===== src/rtl/tlb_op_unit.sv =====
// tlb_op_unit: sequences TLBSRCH/TLBRD/TLBWR/TLBFILL/INVTLB onto the 16-entry TLB array ports.
// Macro TLB_FILL_RR_EN selects a round-robin FILL pointer; otherwise a free-running counter picks the FILL slot.
module tlb_op_unit #(
   parameter int TLBNUM = 16,
   localparam int IDXW = $clog2(TLBNUM)
) (
   input  logic            clk,
   input  logic            reset,
   input  logic            op_valid,
   output logic            op_ready,
   input  logic [2:0]      op_code,
   input  logic [4:0]      op_inv,
   input  logic [9:0]      op_asid,
   input  logic [31:0]     op_va,
   input  logic [31:0]     csr_tlbidx,
   input  logic [31:0]     csr_tlbehi,
   input  logic [31:0]     csr_tlbelo0,
   input  logic [31:0]     csr_tlbelo1,
   input  logic [9:0]      csr_asid,
   input  logic [5:0]      csr_ecode,
   output logic            resp_valid,
   input  logic            resp_ready,
   output logic            resp_ine,
   output logic            resp_idx_we,
   output logic            resp_ehi_we,
   output logic [31:0]     resp_tlbidx,
   output logic [31:0]     resp_tlbehi,
   output logic [31:0]     resp_tlbelo0,
   output logic [31:0]     resp_tlbelo1,
   output logic [9:0]      resp_asid,
   output logic [18:0]     s1_vppn,
   output logic            s1_va_bit12,
   output logic [9:0]      s1_asid,
   input  logic            s1_found,
   input  logic [IDXW-1:0] s1_index,
   output logic            invtlb_valid,
   output logic [4:0]      invtlb_op,
   output logic            we,
   output logic [IDXW-1:0] w_index,
   output logic            w_e,
   output logic [18:0]     w_vppn,
   output logic [5:0]      w_ps,
   output logic [9:0]      w_asid,
   output logic            w_g,
   output logic [19:0]     w_ppn0,
   output logic [1:0]      w_plv0,
   output logic [1:0]      w_mat0,
   output logic            w_d0,
   output logic            w_v0,
   output logic [19:0]     w_ppn1,
   output logic [1:0]      w_plv1,
   output logic [1:0]      w_mat1,
   output logic            w_d1,
   output logic            w_v1,
   output logic [IDXW-1:0] r_index,
   input  logic            r_e,
   input  logic [18:0]     r_vppn,
   input  logic [5:0]      r_ps,
   input  logic [9:0]      r_asid,
   input  logic            r_g,
   input  logic [19:0]     r_ppn0,
   input  logic [1:0]      r_plv0,
   input  logic [1:0]      r_mat0,
   input  logic            r_d0,
   input  logic            r_v0,
   input  logic [19:0]     r_ppn1,
   input  logic [1:0]      r_plv1,
   input  logic [1:0]      r_mat1,
   input  logic            r_d1,
   input  logic            r_v1
);

   typedef enum logic [1:0] {S_IDLE = 2'd0, S_EXEC = 2'd1, S_DONE = 2'd2} state_e;
   localparam logic [2:0] OP_SRCH = 3'd0;
   localparam logic [2:0] OP_RD   = 3'd1;
   localparam logic [2:0] OP_WR   = 3'd2;
   localparam logic [2:0] OP_FILL = 3'd3;
   localparam logic [2:0] OP_INV  = 3'd4;

   state_e          state_q, state_d;
   logic [2:0]      code_q;
   logic [4:0]      inv_q;
   logic [9:0]      opasid_q;
   logic [18:0]     va_vppn_q;
   logic [31:0]     idx_q;
   logic [18:0]     ehi_vppn_q;
   logic [31:0]     elo0_q, elo1_q;
   logic [9:0]      casid_q;
   logic [5:0]      ecode_q;
   logic [IDXW-1:0] fill_idx;

   logic            ine_d, iwe_d, ewe_d;
   logic [31:0]     idx_d, ehi_d, elo0_d, elo1_d;
   logic [9:0]      asid_d;
   logic            ine_q, iwe_q, ewe_q;
   logic [31:0]     ridx_q, rehi_q, relo0_q, relo1_q;
   logic [9:0]      rasid_q;

   logic accept, exec, ine;
   logic unused_bits;

   assign accept = op_valid && (state_q == S_IDLE);
   assign exec   = (state_q == S_EXEC);
   assign ine    = (code_q > OP_INV) || ((code_q == OP_INV) && (inv_q > 5'd6));
   assign unused_bits = ^{op_va[12:0], csr_tlbehi[12:0], elo0_q[31:28], elo0_q[7],
                          elo1_q[31:28], elo1_q[7]};

   always_ff @(posedge clk) begin
      if (reset) state_q <= S_IDLE;
      else       state_q <= state_d;
   end

   always_comb begin
      state_d = state_q;
      case (state_q)
         S_IDLE:  if (accept) state_d = S_EXEC;
         S_EXEC:  state_d = S_DONE;
         S_DONE:  if (resp_ready) state_d = S_IDLE;
         default: state_d = S_IDLE;
      endcase
   end

   // Operands are captured once at accept; later CSR traffic cannot disturb the op.
   always_ff @(posedge clk) begin
      if (accept) begin
         code_q     <= op_code;
         inv_q      <= op_inv;
         opasid_q   <= op_asid;
         va_vppn_q  <= op_va[31:13];
         idx_q      <= csr_tlbidx;
         ehi_vppn_q <= csr_tlbehi[31:13];
         elo0_q     <= csr_tlbelo0;
         elo1_q     <= csr_tlbelo1;
         casid_q    <= csr_asid;
         ecode_q    <= csr_ecode;
      end
   end

`ifdef TLB_FILL_RR_EN
   logic [IDXW-1:0] ptr_q, ptr_d;
   assign ptr_d = (ptr_q == IDXW'(TLBNUM - 1)) ? '0 : ptr_q + IDXW'(1);
   always_ff @(posedge clk) begin
      if (reset)                            ptr_q <= '0;
      else if (exec && code_q == OP_FILL)   ptr_q <= ptr_d;
   end
   assign fill_idx = ptr_q;
`else
   logic [IDXW-1:0] cnt_q, cnt_d, fidx_q;
   assign cnt_d = (cnt_q == IDXW'(TLBNUM - 1)) ? '0 : cnt_q + IDXW'(1);
   always_ff @(posedge clk) begin
      if (reset) begin
         cnt_q  <= '0;
         fidx_q <= '0;
      end else begin
         cnt_q <= cnt_d;
         if (accept) fidx_q <= cnt_q;
      end
   end
   assign fill_idx = fidx_q;
`endif

   // Response images are built from the array's answers during EXEC.
   always_comb begin
      ine_d  = 1'b0;
      iwe_d  = 1'b0;
      ewe_d  = 1'b0;
      idx_d  = idx_q;
      ehi_d  = '0;
      elo0_d = '0;
      elo1_d = '0;
      asid_d = '0;
      if (ine) begin
         ine_d = 1'b1;
      end else begin
         case (code_q)
            OP_SRCH: begin
               iwe_d = 1'b1;
               if (s1_found) begin
                  idx_d[IDXW-1:0] = s1_index;
                  idx_d[31]       = 1'b0;
               end else begin
                  idx_d[31] = 1'b1;
               end
            end
            OP_RD: begin
               iwe_d = 1'b1;
               ewe_d = 1'b1;
               if (r_e) begin
                  idx_d[31]    = 1'b0;
                  idx_d[29:24] = r_ps;
                  ehi_d        = {r_vppn, 13'b0};
                  elo0_d       = {4'b0, r_ppn0, 1'b0, r_g, r_mat0, r_plv0, r_d0, r_v0};
                  elo1_d       = {4'b0, r_ppn1, 1'b0, r_g, r_mat1, r_plv1, r_d1, r_v1};
                  asid_d       = r_asid;
               end else begin
                  idx_d[31]    = 1'b1;
                  idx_d[29:24] = 6'b0;
               end
            end
            default: ;
         endcase
      end
   end

   always_ff @(posedge clk) begin
      if (reset) begin
         ine_q   <= 1'b0;
         iwe_q   <= 1'b0;
         ewe_q   <= 1'b0;
         ridx_q  <= '0;
         rehi_q  <= '0;
         relo0_q <= '0;
         relo1_q <= '0;
         rasid_q <= '0;
      end else if (exec) begin
         ine_q   <= ine_d;
         iwe_q   <= iwe_d;
         ewe_q   <= ewe_d;
         ridx_q  <= idx_d;
         rehi_q  <= ehi_d;
         relo0_q <= elo0_d;
         relo1_q <= elo1_d;
         rasid_q <= asid_d;
      end
   end

   always_comb begin
      op_ready     = (state_q == S_IDLE);
      resp_valid   = (state_q == S_DONE);
      resp_ine     = ine_q;
      resp_idx_we  = iwe_q;
      resp_ehi_we  = ewe_q;
      resp_tlbidx  = ridx_q;
      resp_tlbehi  = rehi_q;
      resp_tlbelo0 = relo0_q;
      resp_tlbelo1 = relo1_q;
      resp_asid    = rasid_q;
      s1_va_bit12  = 1'b0;
      s1_vppn      = (code_q == OP_INV) ? va_vppn_q : ehi_vppn_q;
      s1_asid      = (code_q == OP_INV) ? opasid_q : casid_q;
      // Strobes are cut by reset so an op caught mid-flight leaves the array untouched.
      invtlb_valid = exec && !ine && (code_q == OP_INV) && !reset;
      invtlb_op    = inv_q;
      we           = exec && !ine && ((code_q == OP_WR) || (code_q == OP_FILL)) && !reset;
      w_index      = (code_q == OP_FILL) ? fill_idx : idx_q[IDXW-1:0];
      w_e          = (ecode_q == 6'h3F) ? 1'b1 : !idx_q[31];
      w_vppn       = ehi_vppn_q;
      w_ps         = idx_q[29:24];
      w_asid       = casid_q;
      w_g          = elo0_q[6] & elo1_q[6];
      w_ppn0       = elo0_q[27:8];
      w_plv0       = elo0_q[3:2];
      w_mat0       = elo0_q[5:4];
      w_d0         = elo0_q[1];
      w_v0         = elo0_q[0];
      w_ppn1       = elo1_q[27:8];
      w_plv1       = elo1_q[3:2];
      w_mat1       = elo1_q[5:4];
      w_d1         = elo1_q[1];
      w_v1         = elo1_q[0];
      r_index      = idx_q[IDXW-1:0];
   end

endmodule


===== config.mk =====
export PLATFORM = sky130hd
export DESIGN_NAME = tlb_op_unit
export DESIGN_NICKNAME = d
export VERILOG_FILES = /design/src/rtl/tlb_op_unit.sv
export SDC_FILE = /design/constraint.sdc
export NUM_CORES = 1
export LEC_CHECK = 0
export CAP_MARGIN = 30
export CORE_AREA = 2 2 219 221
export DETAILED_ROUTE_END_ITERATION = 6
export DIE_AREA = 0 0 221 223
export DONT_BUFFER_PORTS = 1
export PLACE_DENSITY = 0.41
export SLEW_MARGIN = 20
export SYNTH_ARGS = -nofsm -noshare
export SYNTH_HDL_FRONTEND = slang
export SYNTH_SLANG_ARGS = --single-unit

===== constraint.sdc =====
create_clock -name clk -period 9 [get_ports clk]
set_input_delay 1.8 -clock clk [delete_from_list [all_inputs] [get_ports clk]]
set_output_delay 1.8 -clock clk [all_outputs]
set_load 0.01 [all_outputs]

==> results of run 1 <==
==> final timing paths <==
check | from | depth (start not counted) | endpoint
worst min register to register | idx_q[11] | 2 | resp_tlbidx[11]
worst max-delay path | reset | 2 | we
worst max register to register | code_q[1] | 5 | resp_tlbidx[24]
worst min-delay path | idx_q[11] | 2 | resp_tlbidx[11]
==> final cells by class <==
cell class	instances	area, um2
Clock buffer	47	951
Clock inverter	14	180
Sequential cell	285	7290
Timing Repair Buffer	12	92.6
Multi-Input combinational cell	364	2350
Fill cell	4896	35500
Antenna cell	7	17.5
Tap cell	615	769
==> layer usage <==
| metal | vias up | global-route usage, % |
|---|---|---|
| met5 | - | 0 |
| met4 | 12 | 6.41 |
| met3 | 66 | 5.90 |
| met2 | 367 | 18.8 |
| met1 | 2672 | 10.7 |
| li1 | 2604 | - |
==> power by group <==
part	switching (W)	internal (W)	total, W
sequential	0.0000574	0.00145	0.00151
clock	0.000554	0.000835	0.00139
combinational	0.0000835	0.0000324	0.000116
==> stage by stage <==
step	setup WS, ps	instance area (um2)	total power, W	instances	utilization [%]
2_1_floorplan	322	10500	0.00165	787	-
3_3_place_gp	4420	10500	0.00166	1275	22.3
3_5_place_dp	4740	10500	0.00166	1276	22.3
4_1_cts	4720	11600	0.00308	1337	24.7
5_1_grt	4640	11600	0.00314	1341	24.7
6_report	4630	11700	0.00301	1344	24.7
==> kinds of logic (layout without fill, tap and decap cells) <==
logic type,count (synthesis),in the layout,share of synthesized area (%)
xor gates and xnor gates,1,1,0.0843
and+or+nand+nor,172,172,7.37
buffers and inverters,138,73,8.38
DFF,285,285,70.1
other,1,31,0.0361
muxes,42,42,4.44
adders and majority gates,1,1,0.120
AOI/OAI and AO/OA,124,124,9.45
==> flip-flops by register name, indices dropped and copies added (netlist names), 26 cells and up <==
name / cells
elo1_q: 27
elo0_q: 27
resp_tlbelo0: 26
resp_tlbidx: 32
resp_tlbelo1: 27
idx_q: 32
==> cells in the final DEF, fill, tap and decap left out, drive strengths merged, types with 4 or more instances in the layout <==
cell type / instances
a21oi: 25
nand2: 49
conb: 24
nor2: 94
buf: 11
clkbuf: 47
a221o: 6
diode: 7
a32oi: 82
inv: 4
dfxtp: 127
edfxtp: 158
mux2: 33
nor3b: 10
mux2i: 9
a211oi: 4
clkinv: 4
==> flow_summary.rst, run 1 <==
.. list-table::
   :header-rows: 1

   * - Metric
     - Value
   * - Share of cells above drive strength 1
     - between 10% and 20%
   * - Total vias in the final route
     - ~5700
   * - Global routing usage summed across all routing layers
     - between 10% and 20%
   * - Highest ir drop seen on vdd
     - roughly 150 uV
   * - Unrepaired setup endpoints after global routing
     - no
   * - Number of antenna violations at the first check in global routing
     - 12
   * - Overflow after GRT
     - 0
   * - Pin count of the biggest net entering global routing
     - about 130
   * - First-pass detailed-route iteration total
     - 4
   * - Startpoint types
     - primary input
   * - Cells traversed along the worst timing path
     - nor4b_1 > clkdlybuf4s18_2
   * - Slew @ Worst Pin
     - between 900 and 1000 ps
   * - Post-CTS Setup Repair Bufs
     - 0
   * - Flop-to-flop setup slack
     - roughly 6400 ps
   * - Post-route antenna net violation count
     - 0
   * - Pins over their slew limit
     - 0
   * - Required arrival time at the worst endpoint
     - 7200 ps
   * - Number of instances in the synthesized netlist
     - 764
   * - Top routing layer used
     - met5
   * - Min cycle time layout
     - about 4400 ps
   * - Placer's final routability congestion estimate
     - about 0.69
   * - Total count of hold-check failures in the final report
     - 0
   * - Most used standard cell by instance count after synthesis
     - edfxtp_1
   * - Worst hold slack
     - between 400 and 500 ps
   * - Endpoint type of the worst setup path
     - primary output
   * - Std-Cell Core Area
     - approximately 47000 um2
   * - Max Clock Skew
     - between 20 and 25 ps
   * - Horizontal extent of the die
     - 221 um
   * - Synthesis Warnings
     - 0
   * - Global-route wire length before repair
     - between 40000 and 50000 um
   * - Worst-case clock buffer depth
     - 3
   * - Number of synthesized flops with an enable pin
     - 158
   * - Arrival time reported for the critical path endpoint
     - between 2000 and 3000 ps
   * - Status
     - finished clean
   * - Initial core utilization
     - approximately 22%
   * - Commonest cells in the synthesized netlist
     - edfxtp_1 (158), dfxtp_1 (127), nor2_1 (94)
   * - Share of synthesized area occupied by flip-flops and latches
     - between 70% and 80%
   * - Average detailed-routed wire length per instance
     - 21.2 um
   * - Clock Sinks
     - between 200 and 300
   * - Lkg Pwr
     - around 3.8 nW
   * - Area overhead of the layout relative to synthesis
     - 12.1%
   * - Top FF cell, synth
     - edfxtp_1
   * - Standard cell with the maximum stage delay on the critical path
     - nor4b_1
   * - Sum of met3 wire segment lengths after detailed routing
     - roughly 3400 um
   * - Max capacitance violation total
     - 0
   * - Yosys top cell by area
     - edfxtp_1
   * - Met1 wire length
     - ~9800 um
   * - Buffer and inverter count on the worst path
     - 1
   * - Clk Latency, worst-skew pair
     - about 550 ps
   * - Sum of negative setup slack
     - 0 ps
   * - Vias in the first global route
     - 6000
   * - Overall routed net length
     - roughly 28000 um
   * - Die height
     - ~220 um
   * - Average cell area after synthesis
     - ~14 um2
   * - Resized Gates After CTS
     - 0
   * - Site Rows
     - 80
   * - Synth area leaders
     - edfxtp_1 (46%), dfxtp_1 (24%), a32oi_1 (6.9%)
   * - Clock tree from TritonCTS
     - built
   * - Cell at the root of the clock tree
     - clkbuf_16
   * - Cell type group with the largest total delay on the critical path
     - simple AND/OR/NAND/NOR gates
   * - Worst hold path class
     - reg -> reg
   * - Drt drc
     - 0
   * - Count of input and output buffers
     - 0
   * - Count of boundary I/O pins
     - between 500 and 600
   * - Clock transition at path regs
     - 60 ps
   * - Sum of met2 wire segment lengths after detailed routing
     - approximately 14000 um
   * - Portion of the clock cycle consumed by the worst path in the final layout
     - 48.6%
   * - Max Clock Freq
     - 0.229 GHz
   * - Routed via count divided by cell count
     - 4.26
   * - Fraction of synthesized cell area taken by the top area cell type
     - a little under half
   * - Proportion of synthesized flip-flops having asynchronous set or reset
     - 0%
   * - Relative slew margins
     - 39.6%
   * - Netlist cell types
     - 35
   * - DRC violation total after the first TritonRoute iteration
     - 191
   * - Power density over the cells
     - around 260 nW/um2
   * - Num CTS Buffers
     - 34
   * - Setup Viol. Count Final
     - 0
   * - HPWL Detailed
     - a little under 20000 um
   * - Worst-path maximum fanout
     - roughly 130
   * - Category of the most critical setup path
     - in -> out
   * - Maximum single-stage delay on the critical path
     - 350 ps
   * - Number of storage elements in the synthesis netlist
     - approximately 290
   * - Deepest level of the CTS H-tree
     - 2
   * - Die area
     - between 40000 and 50000 um2
   * - Hold buffers post-CTS
     - 0
   * - Number of nets in the finished design
     - 990
   * - Post-synthesis cell area
     - slightly above 10000 um2
(Power assumes the default switching activity.)
==> run 2, diff against run 1 <==
==> constraint.sdc (replaced) <==
create_clock -name clk -period 3.8 [get_ports clk]
set_input_delay 0.76 -clock clk [delete_from_list [all_inputs] [get_ports clk]]
set_output_delay 0.76 -clock clk [all_outputs]
set_load 0.01 [all_outputs]
==> run 2 against run 1 <==
  * Global-route usage shrank 0.50 points
  * Sequential cell count is the same
  * Non-clock buffer count shrank 4
==> flow_summary.rst, run 2 (synthesis results as in run 1) <==
.. list-table::
   :header-rows: 1

   * - Metric
     - Value
   * - Pin count of the biggest net entering global routing
     - 132
   * - Clock share of power
     - between 40% and 50%
   * - Maximum single-stage delay on the critical path
     - about 580 ps
   * - Final std cells w/o fill
     - 1340
   * - Clock tree from TritonCTS
     - built
   * - Slew @ Worst Pin
     - just over 800 ps
   * - Average detailed-routed wire length per instance
     - 20.6 um
   * - Instance count after placement with tap cells included
     - about 1300
   * - Commonest cells after routing, fill and taps aside
     - edfxtp_1 (158), dfxtp_1 (127), nor2_1 (94), a32oi_1 (82), nand2_1 (49)
   * - GR Layer Usage met2
     - 17.6%
   * - Standard cell with the maximum stage delay on the critical path
     - edfxtp_1
   * - Vias in the first global route
     - 5641
   * - Max capacitance violation total
     - 0
   * - Relative slew margins
     - approximately 45%
   * - Clk Latency, worst-skew pair
     - 540 ps
   * - Worst hold path class
     - in -> reg
   * - Highest ir drop seen on vdd
     - 417 uV
   * - Max Clock Freq
     - 0.323 GHz
   * - Commonest non-fill, non-tap cell in the layout
     - edfxtp_1
   * - Internal power
     - between 0.005 and 0.006 W
   * - Site Rows
     - 80
   * - Die area
     - about 50000 um2
   * - Slack of the critical path
     - 705 ps
   * - Sum of internal, switching and leakage power
     - approximately 0.0070 W
   * - Arrival time reported for the critical path endpoint
     - 2330 ps
   * - Die height
     - about 220 um
   * - Number of nets in the finished design
     - 986
   * - Total vias in the final route
     - about 5800
   * - Clock transition at path regs
     - roughly 50 ps
   * - Switching share of power
     - a little under a quarter
   * - Lkg Pwr
     - roughly 3.8 nW
   * - Overflow after GRT
     - 0
   * - Sequential share of power
     - roughly 50%
   * - Resized Gates After CTS
     - 0
   * - Status
     - finished clean
   * - Min cycle time layout
     - 3090 ps
   * - Startpoint types
     - flip-flop
   * - Post-route antenna net violation count
     - 0
   * - Area of placed instances
     - 10500 um2
   * - Buffer and inverter count on the worst path
     - 1
   * - Worst-path maximum fanout
     - 30
   * - Clock Sinks
     - 285
   * - Max Clock Skew
     - about 28 ps
   * - Switching pwr
     - around 0.0016 W
   * - Cells traversed along the worst timing path
     - nor3b_2 > buf_4 > nand3b_1 > nor3_1
   * - Met1 track demand over resource in global routing
     - 11.0%
   * - Overall routed net length
     - ~28000 um
   * - Global-route wire length before repair
     - slightly below 40000 um
   * - Utilization after layout
     - between 20% and 30%
   * - Count of boundary I/O pins
     - around 570
   * - Deepest level of the CTS H-tree
     - 2
   * - Cell area after layout
     - around 12000 um2
   * - Placer's final routability congestion estimate
     - 0.694
   * - First-pass detailed-route iteration total
     - 5
   * - Busiest grt layer
     - met2
   * - Pins over their slew limit
     - 0
   * - Number of antenna violations at the first check in global routing
     - 8
   * - Global routing usage summed across all routing layers
     - 10.6%
   * - Unrepaired setup endpoints after global routing
     - no
   * - Fraction of power consumed by combinational cells
     - a little under 4%
   * - Category of the most critical setup path
     - reg -> out
   * - Worst-case clock buffer depth
     - 3
   * - Std-Cell Core Area
     - 47100 um2
   * - Area overhead of the layout relative to synthesis
     - 12.0%
   * - Portion of the clock cycle consumed by the worst path in the final layout
     - 81.4%
   * - Setup Viol. Count Final
     - 0
   * - Power density over the cells
     - 604 nW/um2
   * - Required arrival time at the worst endpoint
     - about 3000 ps
   * - Drt drc
     - 0
   * - Post-CTS Setup Repair Bufs
     - 0
   * - Endpoint type of the worst setup path
     - primary output
   * - Initial core utilization
     - about 22%
   * - Count of input and output buffers
     - 0
   * - Share of cells above drive strength 1
     - a little over an eighth
   * - Num CTS Buffers
     - 34
   * - Cell at the root of the clock tree
     - clkbuf_16
   * - Hold buffers post-CTS
     - 0
   * - Pre-CTS worst setup slack
     - 1260 ps
   * - Met3 Usage GRT
     - under 10%
   * - Cell type group with the largest total delay on the critical path
     - simple AND/OR/NAND/NOR gates
   * - HPWL Detailed
     - approximately 19000 um
   * - DRC violation total after the first TritonRoute iteration
     - about 230
   * - Routed via count divided by cell count
     - ~4.3
   * - Horizontal extent of the die
     - 221 um
   * - Total count of hold-check failures in the final report
     - 0
## run 2: cell count changes in the layout (fill, tap and decap cells not counted), sizes merged
cell | before | now
clkinv | 4 | 8
buf | 11 | 8
bufinv | 3 | 2
clkdlybuf4s18 | 1 | 0
clkinvlp | 3 | 2
diode | 7 | 6
inv | 4 | 3
## run 2: power groups by stage
stage               clock (W)  sequential (W)  combinational (W)
floorplan                   0         0.00358           0.000329
global placement            0         0.00364           0.000283
detailed placement          0         0.00364           0.000284
CTS                   0.00333         0.00358           0.000284
global route          0.00342         0.00358           0.000310
finish                0.00319         0.00357           0.000277
## run 2: worst paths after layout
check	depth (start not counted)	from	slack, ps	end
hold reg to reg	2	idx_q[17]	490	resp_tlbidx[17]
setup / recovery	4	code_q[1]	710	invtlb_valid
hold / removal	1	reset	310	resp_tlbidx[19]
setup reg to reg	4	state_q[0]	1770	resp_tlbehi[29]
## run 2: final cells by class
| class | count | area, um2 |
|---|---|---|
| timing repair buffer | 8 | 105 |
| sequential | 285 | 7290 |
| clock buffer | 47 | 951 |
| tap | 615 | 769 |
| antenna | 6 | 15.0 |
| clock inverter | 15 | 153 |
| fill | 4847 | 35500 |
| multi-input combinational | 364 | 2360 |
## run 2: routing by layer
metal | vias up | part of all wire (%)
li1 | 2595 | -
met1 | 2715 | 36
met2 | 383 | 49
met3 | 56 | 12
met4 | 2 | 3.8
met5 | - | 0.058
## run 2: stage by stage
stage	TNS (ps)	hold slack (ps)
finish	0	311
global route	0	266
CTS	0	262
detailed placement	0	485
global placement	0	479
floorplan	-255960	456
==> run 3, diff against run 2 <==
--- a/config.mk
+++ b/config.mk
@@ -10,7 +10,7 @@
 export DETAILED_ROUTE_END_ITERATION = 6
 export DIE_AREA = 0 0 221 223
 export DONT_BUFFER_PORTS = 1
-export PLACE_DENSITY = 0.41
+export PLACE_DENSITY = 0.4
 export SLEW_MARGIN = 20
 export SYNTH_ARGS = -nofsm -noshare
 export SYNTH_HDL_FRONTEND = slang
==> constraint.sdc (replaced) <==
create_clock -name clk -period 3 [get_ports clk]
set_input_delay 0.6 -clock clk [delete_from_list [all_inputs] [get_ports clk]]
set_output_delay 0.6 -clock clk [all_outputs]
set_load 0.01 [all_outputs]
==> run 3 against run 2 <==
  * Setup slack lost 470 ps
  * Utilization rose by 0.072 points
  * Worst hold slack worse by 160 ps
  * Global-route usage rose by 0.42 points
  * Sequential cell count is the same
  * First-iteration DRC count is 34% higher
  * Register-to-register slack worse by 750 ps
  * Die area did not move
  * Critical path depth unchanged
==> flow_summary.rst, run 3 (synthesis results as in run 1) <==
.. list-table::
   :header-rows: 1

   * - Metric
     - Value
   * - Overflow after GRT
     - 0
   * - Highest ir drop seen on vdd
     - 513 uV
   * - GR Layer Usage met2
     - between 10% and 20%
   * - Clock tree from TritonCTS
     - built
   * - Post-route antenna net violation count
     - 0
   * - Setup Viol. Count Final
     - 0
   * - Filler Cell Count
     - between 4000 and 5000
   * - Die height
     - approximately 220 um
   * - Routed via count divided by cell count
     - roughly 4.3
   * - Drt drc
     - 0
   * - Worst-path maximum fanout
     - 30
   * - Initial core utilization
     - between 20 and 25%
   * - Commonest cells after routing, fill and taps aside
     - edfxtp_1 (158), dfxtp_1 (127), nor2_1 (94), a32oi_1 (82), nand2_1 (49)
   * - Max capacitance violation total
     - 0
   * - Count of input and output buffers
     - 0
   * - Total vias in the final route
     - 5794
   * - Clock transition at path regs
     - 70 ps
   * - Hold buffers post-CTS
     - 0
   * - Cell at the root of the clock tree
     - clkbuf_16
   * - Pins over their slew limit
     - 0
   * - Max Clock Skew
     - 25.9 ps
   * - Portion of the clock cycle consumed by the worst path in the final layout
     - about 92%
   * - Post-CTS Setup Repair Bufs
     - 0
   * - Std-Cell Core Area
     - 47100 um2
   * - Endpoint type of the worst setup path
     - primary output
   * - Status
     - finished clean
   * - Slew @ Worst Pin
     - about 900 ps
   * - Clk Latency, worst-skew pair
     - between 500 and 600 ps
   * - Max Clock Freq
     - 0.362 GHz
   * - Area of the multi-input gates
     - ~2400 um2
   * - Worst hold path class
     - in -> reg
   * - Unrepaired setup endpoints after global routing
     - no
   * - Category of the most critical setup path
     - reg -> out
   * - First-pass detailed-route iteration total
     - 4
   * - Sequential share of power
     - between 50% and 60%
   * - Clock share of power
     - roughly 46%
   * - Lkg Pwr
     - around 3.8 nW
   * - Sum of negative setup slack
     - 0 ps
   * - Min cycle time layout
     - around 2800 ps
   * - Flop-to-flop setup slack
     - 1020 ps
   * - Global-route wire length before repair
     - 40400 um
   * - Final std cells w/o fill
     - around 1300
   * - Internal power
     - between 0.006 and 0.007 W
   * - Deepest level of the CTS H-tree
     - 2
   * - Pin count of the biggest net entering global routing
     - between 100 and 150
   * - Overall routed net length
     - about 29000 um
   * - Number of antenna violations at the first check in global routing
     - 6
   * - Number of nets in the finished design
     - roughly 1000
   * - Met1 track demand over resource in global routing
     - between 10% and 20%
   * - FF+latch area
     - 7290 um2
   * - Relative slew margins
     - approximately 40%
   * - Commonest non-fill, non-tap cell in the layout
     - edfxtp_1
   * - Arrival time reported for the critical path endpoint
     - between 2000 and 2500 ps
   * - Die area
     - ~49000 um2
   * - Clock Sinks
     - roughly 290
   * - Instance count after placement with tap cells included
     - 1272
   * - Fraction of power consumed by combinational cells
     - 4.0%
   * - Global routing usage summed across all routing layers
     - approximately 11%
   * - DRC violation total after the first TritonRoute iteration
     - a little over 300
   * - Total count of hold-check failures in the final report
     - 0
   * - Area overhead of the layout relative to synthesis
     - 12.3%
   * - HPWL Detailed
     - between 15000 and 20000 um
   * - Site Rows
     - 80
   * - Busiest grt layer
     - met2
   * - Met3 Usage GRT
     - between 5 and 6%
   * - Resized Gates After CTS
     - 0
   * - Switching share of power
     - between 20 and 25%
   * - Vias in the first global route
     - 5738
   * - Switching pwr
     - approximately 0.0020 W
   * - Placer's final routability congestion estimate
     - slightly above 0.7
   * - Count of boundary I/O pins
     - ~570
   * - Worst-case clock buffer depth
     - 3
   * - Required arrival time at the worst endpoint
     - 2400 ps
   * - Horizontal extent of the die
     - 221 um
   * - Share of cells above drive strength 1
     - between 10% and 20%
   * - Average detailed-routed wire length per instance
     - 21.4 um
   * - Power density over the cells
     - roughly 770 nW/um2
   * - Num CTS Buffers
     - 34
   * - Sum of internal, switching and leakage power
     - between 0.008 and 0.009 W
   * - Startpoint types
     - flip-flop
## run 3: cell types whose count changed in the layout (fill, tap and decap cells not counted), sizes merged
| cell | before | now |
|---|---|---|
| bufinv | 2 | 1 |
| buf | 8 | 9 |
| clkinvlp | 2 | 0 |
| clkinv | 8 | 10 |
| diode | 6 | 1 |
## run 3: power by group through the flow
stage               clock network (W)  logic, W  registers (W)
global placement                    0  0.000369        0.00461
detailed placement                  0  0.000369        0.00461
CTS                           0.00427  0.000368        0.00453
global route                  0.00442  0.000400        0.00454
floorplan                           0  0.000416        0.00453
finish                        0.00409  0.000361        0.00452
## run 3: cell type report
type	count	area share (%)
sequential	285	62.4
tap	615	6.59
timing repair buffer	9	1.18
multi-input combinational	364	20.2
antenna	1	0.0214
clock buffer	47	8.77
clock inverter	14	0.825
## run 3: metal layers
metal | vias to the layer above | part of all wire (%)
li1 | 2584 | -
met1 | 2803 | 36
met2 | 353 | 50
met3 | 48 | 11
met4 | 6 | 2.6
met5 | - | 0.12
## run 3: path summary, 6_finish.rpt
| check | start | end | depth (start not counted) |
|---|---|---|---|
| worst min register to register | fidx_q[1] | fidx_q[1] | 2 |
| worst max register to register | state_q[0] | resp_asid[7] | 4 |
| worst min-delay path | csr_tlbidx[9] | idx_q[9] | 0 |
| worst max-delay path | code_q[1] | invtlb_valid | 4 |
## run 3: worst max-delay path: stages, from the launching register on
cell and delay (ps):
edfxtp_1 570, nor3b_2 320, buf_12 240, nand3b_1 100, nor3_1 380
## run 3: through the flow
| step | hold slack (ps) | setup slack [ps] | util, % | cell area [um2] |
|---|---|---|---|---|
| 2_1_floorplan | 456 | -2260 | - | 10500 |
| 3_3_place_gp | 469 | 720 | 22.3 | 10500 |
| 3_5_place_dp | 483 | 708 | 22.3 | 10500 |
| 4_1_cts | 103 | 152 | 24.7 | 11600 |
| 5_1_grt | 108 | 31.7 | 24.8 | 11700 |
| 6_report | 153 | 239 | 24.8 | 11700 |
